## src/rtl/getir_birimi.sv

```systemverilog
// Instruction fetch unit: PC sequencing, one-deep ROM request tracking and a small beat FIFO toward decode.
// Optional macro GETIR_ADRES_DENETIM_EN replaces out-of-range fetches with a NOP and flags them on hata_c.
module getir_birimi #(
  parameter logic [31:0] BASLANGIC_ADRES = 32'h0000_0000,
  parameter int unsigned DERINLIK        = 2,
  parameter int unsigned ROM_KELIME      = 41
) (
  input  logic        clk_g,
  input  logic        rst_g,
  output logic [31:0] adres_c,
  output logic        ena_c,
  input  logic [31:0] buyruk_g,
  input  logic        dallan_g,
  input  logic [31:0] dallan_adres_g,
  output logic        gecerli_c,
  input  logic        hazir_g,
  output logic [31:0] buyruk_c,
  output logic [31:0] pc_c,
  output logic        hata_c
);

  localparam int unsigned    PW        = (DERINLIK > 2) ? 2 : 1;
  localparam int unsigned    CW        = $clog2(DERINLIK + 1);
  localparam logic [PW-1:0]  SON_IDX   = PW'(DERINLIK - 1);
  localparam logic [CW:0]    DERIN_GEN = (CW + 1)'(DERINLIK);

  logic [31:0]   pc_q, pc_d;
  logic [31:0]   ucus_pc_q, ucus_pc_d;
  logic          ucus_q, ucus_d;
  logic [PW-1:0] rd_q, rd_d, wr_q, wr_d;
  logic [CW-1:0] sayac_q, sayac_d;
  logic [31:0]   mem_buyruk_q [DERINLIK];
  logic [31:0]   mem_pc_q     [DERINLIK];

  logic          cikis, yaz;
  logic [CW:0]   doluluk_sonra;
  logic [31:0]   yaz_buyruk;
  logic          unused_adres_lsb;

  assign unused_adres_lsb = ^dallan_adres_g[1:0];

  function automatic logic [PW-1:0] sonraki(input logic [PW-1:0] p);
    return (p == SON_IDX) ? '0 : p + 1'b1;
  endfunction

  assign adres_c   = pc_q;
  assign gecerli_c = (sayac_q != '0) && !rst_g;
  assign buyruk_c  = gecerli_c ? mem_buyruk_q[rd_q] : '0;
  assign pc_c      = gecerli_c ? mem_pc_q[rd_q]     : '0;

`ifdef GETIR_ADRES_DENETIM_EN
  logic mem_hata_q [DERINLIK];
  logic yaz_hata;
  assign yaz_hata   = {2'b00, ucus_pc_q[31:2]} >= ROM_KELIME;
  assign yaz_buyruk = yaz_hata ? 32'h0000_0013 : buyruk_g;
  assign hata_c     = gecerli_c && mem_hata_q[rd_q];
`else
  assign yaz_buyruk = buyruk_g;
  assign hata_c     = 1'b0;
`endif

  always_comb begin
    cikis = gecerli_c && hazir_g;
    yaz   = ucus_q && !dallan_g;
    // Occupancy after this cycle's pop, counting the word already in flight.
    doluluk_sonra = {1'b0, sayac_q} + {{CW{1'b0}}, ucus_q} - {{CW{1'b0}}, cikis};
    ena_c = !rst_g && !dallan_g && (doluluk_sonra < DERIN_GEN);

    pc_d      = pc_q;
    ucus_pc_d = ucus_pc_q;
    ucus_d    = ena_c;
    rd_d      = rd_q;
    wr_d      = wr_q;
    sayac_d   = sayac_q;
    if (ena_c) begin
      pc_d      = pc_q + 32'd4;
      ucus_pc_d = pc_q;
    end
    if (dallan_g) begin
      pc_d    = {dallan_adres_g[31:2], 2'b00};
      rd_d    = '0;
      wr_d    = '0;
      sayac_d = '0;
    end else begin
      if (yaz)   wr_d = sonraki(wr_q);
      if (cikis) rd_d = sonraki(rd_q);
      sayac_d = sayac_q + {{(CW-1){1'b0}}, yaz} - {{(CW-1){1'b0}}, cikis};
    end
  end

  always_ff @(posedge clk_g) begin
    if (rst_g) begin
      pc_q      <= BASLANGIC_ADRES;
      ucus_pc_q <= '0;
      ucus_q    <= 1'b0;
      rd_q      <= '0;
      wr_q      <= '0;
      sayac_q   <= '0;
    end else begin
      pc_q      <= pc_d;
      ucus_pc_q <= ucus_pc_d;
      ucus_q    <= ucus_d;
      rd_q      <= rd_d;
      wr_q      <= wr_d;
      sayac_q   <= sayac_d;
    end
  end

  always_ff @(posedge clk_g) begin
    if (!rst_g && yaz) begin
      mem_buyruk_q[wr_q] <= yaz_buyruk;
      mem_pc_q[wr_q]     <= ucus_pc_q;
`ifdef GETIR_ADRES_DENETIM_EN
      mem_hata_q[wr_q]   <= yaz_hata;
`endif
    end
  end

endmodule

```

## config.mk

```make
export PLATFORM = sky130hd
export DESIGN_NAME = getir_birimi
export DESIGN_NICKNAME = d
export VERILOG_FILES = /design/src/rtl/getir_birimi.sv
export SDC_FILE = /design/constraint.sdc
export NUM_CORES = 1
export LEC_CHECK = 0
export CORE_AREA = 2 2 164 166
export CTS_BUF_LIST = sky130_fd_sc_hd__clkbuf_8 sky130_fd_sc_hd__clkbuf_16
export DETAILED_ROUTE_END_ITERATION = 16
export DIE_AREA = 0 0 166 168
export SETUP_SLACK_MARGIN = 0.05
export SLEW_MARGIN = 20
export SYNTH_ARGS = -nofsm -noshare
export SYNTH_HDL_FRONTEND = slang
export SYNTH_SLANG_ARGS = --single-unit
export TNS_END_PERCENT = 5
```

## constraint.sdc

```tcl
create_clock -name clk_g -period 4.9 [get_ports clk_g]
set_clock_uncertainty 0.15 [all_clocks]
set_input_delay 0.98 -clock clk_g [delete_from_list [all_inputs] [get_ports clk_g]]
set_output_delay 0.98 -clock clk_g [all_outputs]
set_load 0.1 [all_outputs]
```

==> implementation parameters, run 1 <==
Parameter                              Value

Run status
  Run status ... completed

Detailed routing
  Residual DRC ... 0
  Routed wire length per instance ... 15.8 um
  First drt pass iteration count ... 4
  First DRT Iteration DRCs ... 349
  Antenna viol nets, final ... 0
  Final wirelength ... 18.3 mm
  Via count normalized by instance count ... between 4 and 5
  Detailed-route via count ... about 5,300

Layout
  Antenna Diode Count ... 0
  Most frequent cells in the layout ... edfxtp_1, clkdlybuf4s50_1, nand2_1
  Non-Filler Instances ... between 1,000 and 1,500
  Most common library cell in the layout ignoring fill and taps ... edfxtp_1
  Relative area change from synthesis to final layout ... 31.8%
  Fraction of final layout cells with drive strength greater than 1 ... 0.150
  Fin nets ... 871

CTS
  Maximum root-to-sink buffer count ... 2
  Clock tree from TritonCTS ... done
  CTS Buf Count ... 17
  Number of H-tree levels ... 4
  Number of instances resized during post-cts repair ... 0
  Source-to-sink clock delay at the later pin of the worst-skew pair ... around 0.43 ns
  Root buffer cell ... clkbuf_16
  Hold Buf Count CTS ... 0
  Post-CTS clock slew at the launch and capture registers of the worst setup and hold paths ... 0.07 ns
  Postcts setup bufs ... 0
  Clock net sink count ... 190

Worst setup path
  Cell family contributing the most delay on the critical path ... buffers and inverters
  Category of the worst setup path capture point ... output pin
  Sort of element at the start of the critical path ... input pin
  Buffers plus inverters on the worst setup path ... 3
  Required time at the endpoint of the critical path ... 3.77 ns
  Slowest cell on the critical path ... clkdlybuf4s50_1
  Highest cell delay on the worst timing path ... ~0.50 ns
  Crit path max fanout ... 7
  Data arrival time of the worst path ... 3.21 ns
  List of cells traversed by the critical path ... clkdlybuf4s50_1 -> nand2_1 -> xnor2_1 -> nand2_1 -> fa_1 -> xnor2_1 -> nand3_1 -> inv_1 -> buf_12
  Critical setup path kind ... input pin to output pin

STA
  Relative slew margins ... 0.307
  Number of hold violations in the final report ... 0
  Final critical path time including I/O delays and setup ... between 4 and 5 ns
  Setup-failing EPs final ... 0
  FMAX ... 0.230 GHz
  Period utilization ... 0.886
  Max Transition Viols Final ... 0
  Unrepaired setup endpoints after global routing ... no
  Final sum of negative setup slack ... 0 ns
  Slew at the pin with the worst max-slew slack ... approximately 1.0 ns

Logic synthesis
  Most used flip-flop cell after synthesis ... edfxtp_1
  Number of unique standard cell types used by synthesis ... 44
  Post-Syn Area per Cell ... ~12 um^2
  Post-synth EDFFs ... approximately 120
  Register area share after synthesis ... 0.656
  Cell count after synthesis ... approximately 650
  Synthesized flop and latch total ... 190
  Cell area after synthesis ... 7690 um^2
  Count of yosys warnings during synthesis ... 0
  Share of async-settable or async-resettable flops after synthesis ... 0

Floorplanning
  Die Ht ... between 150 and 200 um
  Num rows ... 60
  Num ports ... 167
  Floorplan Core Area ... roughly 26,000 um^2
  Starting Density ... 0.292
  Die boundary width ... around 170 um
  Die Footprint ... between 20,000 and 30,000 um^2

Place
  Final HPWL DP ... 12.2 mm
  Final weighted congestion in routability-driven placement ... 0.867
  Placed cell count ... 1,122
  Port Buf Inserts ... between 150 and 200

Global routing
  Vias in the first global route ... ~5,100
  Largest net degree at the start of global routing ... 66
  Global routing met2 resource utilization ... 0.200
  GRT busiest layer ... met2
  Number of antenna violations at the first check in global routing ... 0
  First-pass GRT wire length ... 28.8 mm
  Remaining Overflow, GRT ... 0
  All-Layer GR Usage ... 0.131
  Met3 GRT Util ... 0.0306
  Grt met1 use ... 0.185

Power
  Peak supply drop ... approximately 0.16 mV
  Power per standard cell area ... ~350 nW/um^2
  Leak pwr ... between 3 and 4 nW

Min path
  Min-Delay Path Class ... flip-flop to flip-flop

Run
  Number of maximum-capacitance constraint violations ... 0
==> sequential cells by signal, summed over array words and instances (netlist names), named ones only <==
name	flops
ucus_pc_q	30
adres_c	30
ucus_q	1
rd_q	1
wr_q	1
mem_pc_q	60
sayac_q	2
mem_buyruk_q	64
==> layout make-up <==
type,count,area (um^2)
clock inverters,14,174
repair buffers,171,1540
flip-flops and latches,190,5050
multi-input cells,415,2480
fillers,2570,16200
inverters,5,22.5
well taps,341,427
clock buffers,18,439
==> kinds of logic after synthesis <==
group                    Yosys count  share of synthesized area
other                              1                   0.000488
adder cells (fa/ha/maj)            3                    0.00586
flip-flops                       190                      0.656
multiplexers                      62                     0.0807
AND/OR/NAND/NOR                  242                      0.140
AO/OA/AOI/OAI                     75                     0.0584
XOR/XNOR                          28                     0.0319
buffers and inverters             47                     0.0257
==> path summary, 6_finish.rpt <==
path                                        end  slack, ns  cells past startpoint           from
worst min register to register  mem_pc_q[1][20]       0.30                      0  ucus_pc_q[20]
worst min-delay path            mem_pc_q[1][20]       0.30                      0  ucus_pc_q[20]
worst max-delay path                      ena_c       0.56                      9        hazir_g
worst max register to register      adres_c[18]       1.41                     11     sayac_q[1]
==> through the flow <==
| step | hold slack [ns] | util | worst slack (ns) | cell area (um^2) | power (W) |
|---|---|---|---|---|---|
| after global placement | 0.283 | 0.361 | 0.531 | 9520 | 0.00218 |
| after global routing | 0.314 | 0.384 | 0.349 | 10100 | 0.00369 |
| after CTS | 0.303 | 0.384 | 0.515 | 10100 | 0.00360 |
| after floorplan | 0.275 | - | 0.0573 | 7710 | 0.00205 |
| after detailed placement | 0.288 | 0.361 | 0.533 | 9520 | 0.00218 |
| final | 0.303 | 0.384 | 0.557 | 10100 | 0.00355 |
==> synthesized netlist by cell type, types with 3 or more instances <==
library cell / instances / area [um^2]
a211oi_1: 11 / 82.6
a21oi_1: 44 / 220
a31oi_1: 5 / 31.3
and2_1: 5 / 31.3
and3_1: 5 / 31.3
buf_1: 4 / 15.0
buf_4: 5 / 37.5
clkbuf_1: 31 / 116
dfxtp_1: 66 / 1320
edfxtp_1: 124 / 3720
inv_1: 4 / 15.0
mux2i_1: 62 / 621
nand2_1: 93 / 349
nand3_1: 13 / 65.1
nand4_1: 13 / 81.3
nor2_1: 79 / 297
nor3_1: 11 / 55.1
nor4_1: 8 / 50.1
o211ai_1: 3 / 22.5
or3_1: 3 / 18.8
xnor2_1: 25 / 219
xor2_1: 3 / 26.3
==> report_power, final <==
part           switching (W)  internal [W]
sequential         0.0000431       0.00173
combinational       0.000255      0.000115
clock               0.000657      0.000747
total               0.000956       0.00260
==> worst reg2reg max path: stages, from the launching register on <==
cell        delay, ns
dfxtp_1          0.39
o21bai_4         0.21
clkinvlp_4       0.11
nand2_1          0.19
xnor2_1          0.15
nand2_1          0.08
fa_1             0.38
xnor2_1          0.21
nand3_1          0.24
or4_2            0.80
or3_1            0.35
a31oi_1          0.17
==> metal layers <==
metal	part of all wire	wire [um]	vias to the layer above
met5	0	0	-
met4	0.014	263	0
met3	0.040	722	15
met2	0.46	8340	129
met1	0.49	8960	2496
li1	-	-	2626
Power figures use the tool's default switching activity.
==> run 2: changes to the inputs <==
- PLACE_DENSITY: unset -> 0.58
==> run 2 against run 1 <==
Net effect: die area stayed put; core utilization fell by 0.15 points; worst setup slack worse by 0.035 ns; sequential cell count unchanged; sequential power hardly changed; cell area is 0.40% lower; largest power group unchanged.
==> implementation parameters, run 2 (synthesis results as in run 1) <==
Parameter                              Value

STA
  Final critical path time including I/O delays and setup ... 4.38 ns
  Unrepaired setup endpoints after global routing ... no
  Relative slew margins ... 0.270
  Final sum of negative setup slack ... 0 ns
  FMAX ... 0.228 GHz
  Setup ws final ... between 0.5 and 0.6 ns
  Setup-failing EPs final ... 0
  Max Transition Viols Final ... 0
  Period utilization ... 0.893
  Final worst hold slack ... a little over 0.3 ns
  Number of hold violations in the final report ... 0
  Slew at the pin with the worst max-slew slack ... around 1.1 ns

Place
  Final weighted congestion in routability-driven placement ... around 0.84
  Placement-stage worst setup slack ... 0.510 ns
  Placed cell count ... 1,122
  Cell area reported after detailed placement ... approximately 9500 um^2
  Final HPWL DP ... 12.1 mm
  Port Buf Inserts ... 159

Global routing
  Remaining Overflow, GRT ... 0
  First-pass GRT wire length ... around 29 mm
  Largest net degree at the start of global routing ... 66
  Vias in the first global route ... 5,297
  Number of antenna violations at the first check in global routing ... 0
  All-Layer GR Usage ... 0.133

Detailed routing
  First drt pass iteration count ... 6
  First DRT Iteration DRCs ... about 370
  Residual DRC ... 0
  Antenna viol nets, final ... 0
  Via count normalized by instance count ... about 4.6
  Detailed-route via count ... about 5,300
  Final wirelength ... 18.3 mm
  Routed wire length per instance ... approximately 16 um

CTS
  Postcts setup bufs ... 0
  Source-to-sink clock delay at the later pin of the worst-skew pair ... approximately 0.43 ns
  Number of H-tree levels ... 4
  Number of instances resized during post-cts repair ... 0
  Root buffer cell ... clkbuf_16
  CTS Buf Count ... 17
  Clock net sink count ... 190
  Maximum root-to-sink buffer count ... 2
  Post-CTS clock slew at the launch and capture registers of the worst setup and hold paths ... 0.07 ns
  Hold Buf Count CTS ... 0
  Clock tree from TritonCTS ... done

Worst setup path
  Critical register-to-register path endpoint ... adres_c[18]
  Cell family contributing the most delay on the critical path ... buffers and inverters
  Crit path max fanout ... 7
  Category of the worst setup path capture point ... output pin
  FF-to-FF Start ... sayac_q[1]
  Setup slack on the worst flop-to-flop path ... ~1.4 ns
  Sort of element at the start of the critical path ... input pin
  List of cells traversed by the critical path ... clkdlybuf4s50_1 -> nand2_1 -> xnor2_1 -> nand2_1 -> fa_1 -> xnor2_1 -> nand3_1 -> inv_1 -> buf_12
  CP Capture Point ... ena_c
  Highest cell delay on the worst timing path ... 0.51 ns
  Worst Setup SP ... hazir_g
  Data arrival time of the worst path ... approximately 3.3 ns
  Cell depth of the worst setup path ... 9
  Worst reg-to-reg path cell count ... 11
  Critical setup path kind ... input pin to output pin
  Required time at the endpoint of the critical path ... 3.77 ns
  Slowest cell on the critical path ... clkdlybuf4s50_1
  Buffers plus inverters on the worst setup path ... 3

Layout
  Most common library cell in the layout ignoring fill and taps ... edfxtp_1
  Non-Filler Instances ... approximately 1,200
  Top register by number of flip-flops ... mem_buyruk_q
  Fill cells ... 2,572
  Number of flip-flops under the largest register name ... 64
  Antenna Diode Count ... 0
  Most frequent cells in the layout ... edfxtp_1, clkdlybuf4s50_1, nand2_1
  Fin nets ... between 800 and 900
  Fraction of final layout cells with drive strength greater than 1 ... 0.149
  Relative area change from synthesis to final layout ... 31.3%
  Registers with the most flip-flops ... mem_buyruk_q: 64 flops, mem_pc_q: 60 flops
  Cell area after layout ... a little over 10,000 um^2

Floorplanning
  Die boundary width ... around 170 um
  Floorplan Core Area ... between 20,000 and 30,000 um^2
  Starting Density ... 0.292
  Die Footprint ... about 28,000 um^2
  Num ports ... between 150 and 200
  Die Ht ... roughly 170 um
  Num rows ... 60

Power
  Peak supply drop ... 0.174 mV
  Leak pwr ... ~3.4 nW
  Power per standard cell area ... approximately 340 nW/um^2

Min path
  Min-Delay Path Class ... flip-flop to flip-flop

Run
  Number of maximum-capacitance constraint violations ... 0

Run status
  Run status ... completed
## run 2: power breakdown
part           switching [W]  leakage [nW]  internal [W]
clock network       0.000650         0.280      0.000679
registers          0.0000426          1.76       0.00173
logic               0.000255          1.35      0.000115
total               0.000947          3.39       0.00253
## run 2: worst min path at each step
| stage | start | endpoint | depth (start not counted) |
|---|---|---|---|
| final | ucus_pc_q[17] | mem_pc_q[0][17] | 0 |
| after global routing | ucus_pc_q[17] | mem_pc_q[0][17] | 0 |
| after CTS | ucus_pc_q[17] | mem_pc_q[0][17] | 0 |
| after detailed placement | ucus_pc_q[2] | mem_pc_q[1][2] | 0 |
| after global placement | ucus_pc_q[22] | mem_pc_q[0][22] | 0 |
| after floorplan | ucus_pc_q[10] | mem_pc_q[0][10] | 0 |
## run 2: worst reg2reg max path, delay by kind of cell, from the launching register on
kind	cells	cell delay (ns)
AND/OR/NAND/NOR	5	1.69
flip-flops	1	0.39
adder cells (fa/ha/maj)	1	0.38
AO/OA/AOI/OAI	2	0.37
XOR/XNOR	2	0.36
buffers and inverters	1	0.11
## run 2: final cells by class
type	count	area (um^2)	share of cell area
clock buffers	17	425	0.0422
clock inverters	15	148	0.0146
inverters	5	22.5	0.00223
multi-input cells	415	2480	0.246
flip-flops and latches	190	5050	0.500
well taps	341	427	0.0423
repair buffers	171	1540	0.153
## run 2: per-layer routing
| layer | share of wire | vias up | track usage |
|---|---|---|---|
| met2 | 0.47 | 150 | 0.214 |
| met1 | 0.47 | 2477 | 0.183 |
| met5 | 0 | - | 0 |
| li1 | - | 2633 | - |
| met3 | 0.049 | 8 | 0.0273 |
| met4 | 0.0083 | 0 | 0.0374 |
## run 2: per-stage QoR
stage / power (W) / util
after floorplan: 0.00205 / -
after global placement: 0.00218 / 0.361
after detailed placement: 0.00218 / 0.361
after CTS: 0.00352 / 0.383
after global routing: 0.00362 / 0.383
final: 0.00347 / 0.383
==> RTL edit (config.mk and constraints of run 2) <==
`DERINLIK`: 2 -> 4.
--- a/src/rtl/getir_birimi.sv
+++ b/src/rtl/getir_birimi.sv
@@ -2,7 +2,7 @@
 // Optional macro GETIR_ADRES_DENETIM_EN replaces out-of-range fetches with a NOP and flags them on hata_c.
 module getir_birimi #(
   parameter logic [31:0] BASLANGIC_ADRES = 32'h0000_0000,
-  parameter int unsigned DERINLIK        = 2,
+  parameter int unsigned DERINLIK        = 4,
   parameter int unsigned ROM_KELIME      = 41
 ) (
   input  logic        clk_g,
Function: changed (a bounded check fails within 4 cycles, from zero or initial values and one cycle with rst_g high).
==> RTL edit against run 2 <==
Final cell count grew 17%. Final area grew 56%. Worst setup slack lost 130 ps. Sequential share of layout area grew 6.2 points. Count of clock-buffer cells in the layout grew 21. Synthesized cell count grew 28%. Sequential cell count grew 128. Maximum frequency shrank 3.0%. Utilization grew 21 points. Routed wire length grew 52%. Power grew 68%. Synthesized area grew 67%. Largest power group unchanged.
==> RTL edit: results (changes against run 2) <==
Status: finished, final reports clean (unchanged). The number of vias per cell came out at 5.75 (was 4.56). Top post-synthesis cells by count: edfxtp_1, dfxtp_1, and2_1, mux4_2, nand3_1 (was edfxtp_1, nand2_1, nor2_1, dfxtp_1, mux2i_1).

The fraction of synthesis flops using an asynchronous set or reset pin came out at 0% (unchanged). The count of port buffers added during placement is 159 (unchanged). The worst-case vdd ir drop came out at 0.226 mV (was 0.174 mV). The post-CTS setup repair buffer count is 0 (unchanged). The sequential share of the synthesized area came out at 68.8% (was 65.6%). The deepest clock path buffer count is 3 (was 2).

The filler cell count is 2009 (was 2572). The number of nets at the end of the flow came out at 1061 (was 871). The number of distinct library cells after synthesis came out at 48 (was 44).

The number of gates resized after cts is 0 (unchanged). The leakage power of the design is 0.00525 uW (was 0.00339 uW). The layout cell share with drive strength beyond 1 came out at 20.2% (was 14.9%). The overall routing resource usage is 20.0% (was 13.3%). The signal arrival time at the worst endpoint came out at 3380 ps (was 3250 ps). The initial antenna violation count was 0 (unchanged). The number of levels the H-tree was split into was 2 (was 4). The number of endpoints with negative hold slack in the final report came to 0 (unchanged).

Regs by FF count: mem_buyruk_q: 128 flops, mem_pc_q: 120 flops (was mem_buyruk_q: 64 flops, mem_pc_q: 60 flops). The number of buffers inserted during clock tree synthesis was 34 (was 17). The via count of the first global-routing pass is 8040 (was 5297). The count of flip-flops with a built-in enable after synthesis was 248 (was 124). The instance count along the most critical hold path is 2 (was 0).

The dominant register cell in the synthesized netlist is edfxtp_1 (unchanged). The total wire length after detailed routing came out at 27800 um (was 18300 um). The first-pass GRT wire length came out at 44100 um (was 29200 um). The first-iteration detailed-routing DRC count was 613 (was 368). The detailed-placement wirelength estimate is 16900 um (was 12100 um). The minimum setup slack after placement is 376 ps (was 510 ps).

The clock root buffer is clkbuf_16 (unchanged). The type of the worst min-delay path was flip-flop to flip-flop (unchanged). The number of violations of the max-capacitance limit is 0 (unchanged). The number of optimization iterations in the first detailed-route pass was 5 (was 6). The critical-path maximum fanout is 4 (was 7). Area contributors post-synth: edfxtp_1, dfxtp_1, mux4_2, and2_1, nand3_1 (was edfxtp_1, dfxtp_1, mux2i_1, nand2_1, nor2_1). The later-pin clock latency in the skew report came out at 500 ps (was 430 ps). The final routed DRC violation total was 0 (unchanged). The placer congestion estimate came to 0.830 (was 0.841).

The total grt overflow was 0 (unchanged). The worst slew slack as a fraction of its limit came out at 28.8% (was 27.0%). The number of antenna repair diodes came to 0 (unchanged).

The number of warnings printed during yosys synthesis is 0 (unchanged). The number of cells on the worst reg-to-reg path came out at 11 (unchanged). After clock tree synthesis, the clock-pin slew on the worst setup and hold paths is 60 ps. The pin count of the biggest net entering global routing is 62 (was 66).
RTL edit: through the flow:
stage	hold slack, ps	instance area, um^2	std cells	power [uW]
2_1_floorplan	304	12900	832	3330
3_3_place_gp	312	14700	1288	3480
3_5_place_dp	333	14700	1288	3490
4_1_cts	343	15700	1346	5890
5_1_grt	375	15700	1346	6040
6_report	340	15700	1346	5840
RTL edit: cell families after synthesis:
| logic type | Yosys count | share of synthesized area, % |
|---|---|---|
| AOI/OAI and AO/OA | 120 | 5.91 |
| muxes | 65 | 11.1 |
| and+or+nand+nor | 230 | 10.2 |
| adders and majority gates | 10 | 1.03 |
| DFF | 318 | 68.8 |
| buffers and inverters | 80 | 2.66 |
| xor gates and xnor gates | 4 | 0.273 |
| other | 1 | 0.0292 |
RTL edit: critical path: stages:
cell and delay [ps]:
clkdlybuf4s50_1 590, nand2b_4 70, or3_1 350, ha_1 290
nand2_1 60, nor4_1 360, nor3_2 120, mux2i_4 210
nor2_2 150, buf_12 190
RTL edit: layout make-up:
cell class / instances / area, um^2 / share of cell area, %
Clock buffer: 38 / 917 / 5.82
Clock inverter: 20 / 139 / 0.882
Tap cell: 341 / 427 / 2.71
Sequential cell: 318 / 8850 / 56.2
Inverter: 17 / 63.8 / 0.405
Multi-Input combinational cell: 434 / 3720 / 23.6
Timing Repair Buffer: 178 / 1630 / 10.4
RTL edit: path summary, 6_finish.rpt:
path	end	startpoint	slack, ps
setup / recovery	ena_c	hazir_g	390
hold / removal	flip-flop	rd_q[1]	340
setup reg to reg	adres_c[29]	sayac_q[2]	1600
hold reg to reg	flip-flop	rd_q[1]	340
RTL edit: layer usage:
layer	GRT usage [%]	part of all wire (%)
met1	27.3	44
met2	33.2	48
met3	4.14	6.3
met4	5.33	1.8
met5	0	0
RTL edit: power by group:
part / switching, uW / total [uW] / internal [uW]
Sequential: 48.7 / 2990 / 2940
Clock: 966 / 2400 / 1440
Combinational: 313 / 448 / 134
Total: 1330 / 5840 / 4510
